### src/rtl/memory_bus_arbiter_pkg.sv
// Shared types and constants for the two-port memory bus arbiter.
package memory_bus_arbiter_pkg;

    typedef enum logic [1:0] {
        ARB_IDLE  = 2'd0,
        ARB_ISSUE = 2'd1,
        ARB_RESP  = 2'd2
    } arbiter_state_t;

    localparam logic ARB_PORT_FETCH = 1'b0;
    localparam logic ARB_PORT_DATA  = 1'b1;

    // A write request suppresses the read strobe when both enables are set.
    function automatic logic bus_read_strobe(input logic read_en, input logic write_en);
        return read_en & ~write_en;
    endfunction

endpackage

### src/rtl/memory_bus_arbiter_pick2.sv
// Combinational two-way winner selection: fixed priority to port 1 or
// round-robin against the previously granted port.
module arbiter_pick2
    import memory_bus_arbiter_pkg::*;
#(
    parameter bit FIXED_PRIORITY = 1'b0
) (
    input  logic [1:0] req_i,
    input  logic       last_grant_i,
    output logic       grant_valid_o,
    output logic       grant_port_o
);

    always_comb begin
        grant_valid_o = |req_i;
        grant_port_o  = ARB_PORT_FETCH;
        case (req_i)
            2'b01:   grant_port_o = ARB_PORT_FETCH;
            2'b10:   grant_port_o = ARB_PORT_DATA;
            2'b11:   grant_port_o = FIXED_PRIORITY ? ARB_PORT_DATA : ~last_grant_i;
            default: grant_port_o = ARB_PORT_FETCH;
        endcase
    end

endmodule

### src/rtl/memory_bus_arbiter.sv
// Two-port (fetch/data) arbiter for a single unified memory bus; one
// transaction at a time, bus driven from registered request copies.
module memory_bus_arbiter
    import memory_bus_arbiter_pkg::*;
#(
    parameter bit          FIXED_PRIORITY = 1'b0,
    parameter int unsigned ADDR_WIDTH     = 32
) (
    input  logic                  clock,
    input  logic                  reset,

    input  logic [ADDR_WIDTH-1:0] m0_address,
    input  logic [31:0]           m0_write_data,
    input  logic [3:0]            m0_byte_enable,
    input  logic                  m0_read_enable,
    input  logic                  m0_write_enable,
    output logic [31:0]           m0_read_data,
    output logic                  m0_ready,

    input  logic [ADDR_WIDTH-1:0] m1_address,
    input  logic [31:0]           m1_write_data,
    input  logic [3:0]            m1_byte_enable,
    input  logic                  m1_read_enable,
    input  logic                  m1_write_enable,
    output logic [31:0]           m1_read_data,
    output logic                  m1_ready,

    output logic [ADDR_WIDTH-1:0] mem_address,
    output logic [31:0]           mem_write_data,
    output logic [3:0]            mem_byte_enable,
    output logic                  mem_read_enable,
    output logic                  mem_write_enable,
    input  logic [31:0]           mem_read_data,
    input  logic                  mem_ready
);

    arbiter_state_t        state_q, state_d;
    logic                  grant_q, grant_d;
    logic                  last_grant_q, last_grant_d;
    logic [ADDR_WIDTH-1:0] addr_q, addr_d;
    logic [31:0]           wdata_q, wdata_d;
    logic [3:0]            be_q, be_d;
    logic                  re_q, re_d;
    logic                  we_q, we_d;
    logic [31:0]           result_q, result_d;

    logic [1:0]            req;
    logic                  pick_valid;
    logic                  pick_port;
    logic [ADDR_WIDTH-1:0] sel_addr;
    logic [31:0]           sel_wdata;
    logic [3:0]            sel_be;
    logic                  sel_re;
    logic                  sel_we;
    logic                  resp_active;

    assign req[0] = m0_read_enable | m0_write_enable;
    assign req[1] = m1_read_enable | m1_write_enable;

    arbiter_pick2 #(
        .FIXED_PRIORITY(FIXED_PRIORITY)
    ) u_pick (
        .req_i         (req),
        .last_grant_i  (last_grant_q),
        .grant_valid_o (pick_valid),
        .grant_port_o  (pick_port)
    );

    always_comb begin
        if (pick_port == ARB_PORT_DATA) begin
            sel_addr  = m1_address;
            sel_wdata = m1_write_data;
            sel_be    = m1_byte_enable;
            sel_re    = m1_read_enable;
            sel_we    = m1_write_enable;
        end else begin
            sel_addr  = m0_address;
            sel_wdata = m0_write_data;
            sel_be    = m0_byte_enable;
            sel_re    = m0_read_enable;
            sel_we    = m0_write_enable;
        end
    end

    always_comb begin
        state_d      = state_q;
        grant_d      = grant_q;
        last_grant_d = last_grant_q;
        addr_d       = addr_q;
        wdata_d      = wdata_q;
        be_d         = be_q;
        re_d         = re_q;
        we_d         = we_q;
        result_d     = result_q;
        unique case (state_q)
            ARB_IDLE: begin
                if (pick_valid) begin
                    grant_d      = pick_port;
                    last_grant_d = pick_port;
                    addr_d       = sel_addr;
                    wdata_d      = sel_wdata;
                    be_d         = sel_be;
                    re_d         = bus_read_strobe(sel_re, sel_we);
                    we_d         = sel_we;
                    state_d      = ARB_ISSUE;
                end
            end
            ARB_ISSUE: begin
                if (mem_ready) begin
                    result_d = we_q ? 32'h0 : mem_read_data;
                    state_d  = ARB_RESP;
                end
            end
            // No arbitration here, so a request still held through the pulse is not re-granted.
            ARB_RESP: state_d = ARB_IDLE;
            default:  state_d = ARB_IDLE;
        endcase
    end

    always_ff @(posedge clock or negedge reset) begin
        if (!reset) begin
            state_q      <= ARB_IDLE;
            grant_q      <= ARB_PORT_FETCH;
            last_grant_q <= ARB_PORT_DATA;
            addr_q       <= '0;
            wdata_q      <= '0;
            be_q         <= '0;
            re_q         <= 1'b0;
            we_q         <= 1'b0;
            result_q     <= '0;
        end else begin
            state_q      <= state_d;
            grant_q      <= grant_d;
            last_grant_q <= last_grant_d;
            addr_q       <= addr_d;
            wdata_q      <= wdata_d;
            be_q         <= be_d;
            re_q         <= re_d;
            we_q         <= we_d;
            result_q     <= result_d;
        end
    end

    assign resp_active      = (state_q == ARB_RESP);
    assign mem_address      = addr_q;
    assign mem_write_data   = wdata_q;
    assign mem_byte_enable  = be_q;
    assign mem_read_enable  = (state_q == ARB_ISSUE) & re_q;
    assign mem_write_enable = (state_q == ARB_ISSUE) & we_q;

    assign m0_ready     = resp_active & (grant_q == ARB_PORT_FETCH);
    assign m1_ready     = resp_active & (grant_q == ARB_PORT_DATA);
    assign m0_read_data = m0_ready ? result_q : 32'h0;
    assign m1_read_data = m1_ready ? result_q : 32'h0;

endmodule

### config.mk
export PLATFORM = sky130hd
export DESIGN_NAME = memory_bus_arbiter
export DESIGN_NICKNAME = d
export VERILOG_FILES = /design/src/rtl/memory_bus_arbiter_pkg.sv /design/src/rtl/memory_bus_arbiter_pick2.sv /design/src/rtl/memory_bus_arbiter.sv
export SDC_FILE = /design/constraint.sdc
export NUM_CORES = 1
export LEC_CHECK = 0
export BUFFER_PORTS_ARGS = -buffer_cell sky130_fd_sc_hd__buf_2
export CAP_MARGIN = 5
export CORE_ASPECT_RATIO = 0.75
export CORE_MARGIN = 2
export CORE_UTILIZATION = 40
export CTS_CLUSTER_SIZE = 24
export DETAILED_ROUTE_END_ITERATION = 6
export HOLD_SLACK_MARGIN = 0.1
export PLACE_DENSITY = 0.84
export SLEW_MARGIN = 20
export SYNTH_ARGS = -nofsm -noshare
export SYNTH_HDL_FRONTEND = slang
export SYNTH_SLANG_ARGS = --single-unit
export TNS_END_PERCENT = 100
### constraint.sdc
create_clock -name clock -period 2.7 [get_ports clock]
set_input_delay 0.54 -clock clock [delete_from_list [all_inputs] [get_ports clock]]
set_output_delay 0.54 -clock clock [all_outputs]
set_load 0.02 [all_outputs]
==> summary.md <==
| Metric | Value |
|---|---|
| Status | `finished clean` |
| Mapped cell area | `5642 sq um` |
| Worst Path Required | `2.16 ns` |
| HPWL after detailed placement | `12.28 mm` |
| Global-route wire length before repair | `around 27 mm` |
| Detailed Route Iter0 Violations | `346` |
| Number of synthesized flops with an enable pin | `0` |
| Startpoint Class | `flop` |
| Via/cell ratio | `5.357` |
| Critical path peak fanout | `34` |
| Fin nets | `1072` |
| Drt total wl | `17.30 mm` |
| WP data arrival | `1.68 ns` |
| Worst Hold Class | `primary input to async pin` |
| Worst reg2reg path startpoint | `last_grant_q$_DFFE_PN1P_` |
| R2R setup slack | `0.93 ns` |
| Die height | `106.9 microns` |
| WL/cell | `16.06 microns` |
| Worst Max-Slew Pin Slew | `0.9107 ns` |
| Yosys top cell area share | `about 47%` |
| Final setup fails | `0` |
| Commonest cells in the netlist | `105 x dfrtp_1, 100 x o21ai_0, 70 x nand3b_1, 69 x a21oi_1, 69 x a31oi_1` |
| Max Fclk | `0.4514 GHz` |
| FP Rows | `37` |
| Hold buffers post-CTS | `0` |
| Clock net sink count | `106` |
| Antenna cells | `0` |
| Largest net degree at the start of global routing | `83` |
| R2R depth | `4` |
| Root Buffer | `clkbuf_16` |
| VDD IR max | `between 0.0004 and 0.0005 V` |
| Cts repair resizes | `0` |
| First-pass DRT Iterations | `5` |
| Slew Limit Fails | `0` |
| Setup TNS | `0 ns` |
| Main synth FF type | `dfrtp_1` |
| Largest cells by area after synthesis | `dfrtp_1 47%, nand3b_1 9.3%, o21ai_0 8.9%` |
| Clock Path Buffers | `2` |
| Ys Warns | `0` |
| Mean Syn Cell Area | `8.941 sq um` |
| RSZ-0062 raised after global routing | `no` |
| Ys async rst share | `100.0%` |
| Final min period | `~2.2 ns` |
| Later-pin clock latency in the skew report | `0.35 ns` |
| Cells after Synth | `631` |
| Clock skew | `0.01226 ns` |
| GRT Util Overall | `22.62%` |
| P_leak | `3.630 nW` |
| Final Hold Fails | `0` |
| Cell with the most instances after synthesis | `dfrtp_1` |
| Antenna viol nets, final | `0` |
| Ports | `slightly above 300` |
| Final Cycle Share | `82.04%` |
| Die ar. | `15080 sq um` |
| Worst setup EP type | `primary output` |
| Cell Pwr Density | `1065 nW/um^2` |
| Seq/Total Area, Yosys | `between 40% and 50%` |
| Max-cap violations | `0` |
| Grt total ovfl | `0` |
| Chip Width | `141.1 microns` |
| # port buffers | `310` |
| Post-synthesis register bit count | `106` |
| Relative slew slack | `39.29%` |
| Largest area contributor in the netlist | `dfrtp_1` |
| Num CTS Buffers | `9` |
| Synth-to-Final Area Change | `34.29%` |
| Antenna violations before repair | `0` |
| Initial Util | `41.03%` |
| CTS tree | `done` |
| DRC | `0` |
| R2r endpoint | `mem_address[25]$_DFFE_PN0P_` |
| Core area | `13750 sq um` |
| Layout cells sized above 1 | `38.58%` |
| GP Congestion | `approximately 0.8` |
| Post-CTS Setup Bufs | `0` |
| Number of library cell types mapped by synthesis | `24` |
| Number of global-route vias before repair | `5449` |
| Finished Cell Area | `~7600 sq um` |
| DP Area | `7306 sq um` |
| H-tree depth | `3` |
| Via count | `approximately 5800` |
| Syn Nets | `between 800 and 900` |
| Crit path kind | `flop to primary output` |
| CTS clk-pin slew, worst paths | `0.07 ns` |
## cell type report
class | instances | area [sq um]
fillers | 1284 | 6173
multi-input cells | 455 | 2699
flip-flops and latches | 106 | 2654
repair buffers | 323 | 1727
clock buffers | 11 | 232.7
well taps | 175 | 219.0
clock inverters | 5 | 37.54
inverters | 2 | 7.507
## logic make-up after synthesis
| family | share of synthesized area [%] |
|---|---|
| mux | 0.5323 |
| flops | 47.04 |
| simple gates | 23.26 |
| compound gates | 23.42 |
| buf+inv | 5.744 |
## layout by cell type (no fill, tap or decap), drive strengths merged
cell type / synthesis / routed
nor3b: 1 / 1
nand3b: 70 / 70
a21o: 2 / 2
nand2b: 33 / 33
nor2: 3 / 3
clkbuf: 59 / 11
o21a: 1 / 1
nor2b: 1 / 1
inv: 2 / 4
buf: 9 / 323
mux2: 2 / 2
and2: 67 / 67
dfstp: 1 / 1
or4: 1 / 1
nand2: 32 / 32
a21oi: 69 / 69
clkinvlp: 0 / 2
a21boi: 1 / 1
a31oi: 69 / 69
o21ai: 101 / 101
dfrtp: 105 / 105
and3b: 1 / 1
a31o: 1 / 1
clkinv: 0 / 1
## metrics by stage
| step | util, % | hold WS [ns] | power, mW | setup slack (ns) | instances |
|---|---|---|---|---|---|
| after floorplan | - | 0.2444 | 5.500 | 0.7276 | 631 |
| after global placement | 53.14 | 0.4681 | 6.751 | 0.4728 | 1061 |
| after detailed placement | 53.14 | 0.4803 | 6.913 | 0.4266 | 1061 |
| after CTS | 55.10 | 0.1343 | 8.157 | 0.4424 | 1077 |
| after global routing | 55.10 | 0.1510 | 8.665 | 0.3545 | 1077 |
| final | 55.10 | 0.1299 | 8.068 | 0.4848 | 1077 |
## worst max-delay path by stage
stage / slack (ns) / from / end / cells after the start
global placement: 0.47 / m1_write_enable / mem_address[0]$_DFFE_PN0P_ / 5
CTS: 0.44 / we_q$_DFFE_PN0P_ / mem_write_enable / 2
finish: 0.48 / we_q$_DFFE_PN0P_ / mem_write_enable / 2
global route: 0.35 / we_q$_DFFE_PN0P_ / mem_write_enable / 2
detailed placement: 0.43 / m1_write_enable / mem_address[25]$_DFFE_PN0P_ / 5
floorplan: 0.73 / state_q[0]$_DFFE_PN0P_ / m0_read_data[22] / 3
## power by group
part	internal, mW	total, mW	leakage [nW]	switching, mW
clock	0.633	1.24	0.127	0.603
combinational	1.43	3.89	2.26	2.46
sequential	2.39	2.94	1.25	0.552
## per-layer routing
layer	vias up	share of wire [%]	track usage, %
met3	25	6.0	4.020
li1	2765	-	-
met5	-	0	0
met2	226	50	39.36
met1	2754	42	29.17
met4	0	1.9	6.214
## flip-flops by register name, indices dropped and copies added, names as in the netlist
name / flops
result_q: 32
we_q: 1
mem_address: 32
re_q: 1
state_q: 2
mem_write_data: 32
grant_q: 1
mem_byte_enable: 4
last_grant_q: 1
## critical path, cell delays in order, from the launching register on
cell and delay [ns]:
dfrtp_1 0.94, and2_1 0.22, buf_2 0.17
Power figures use the tool's default switching activity.
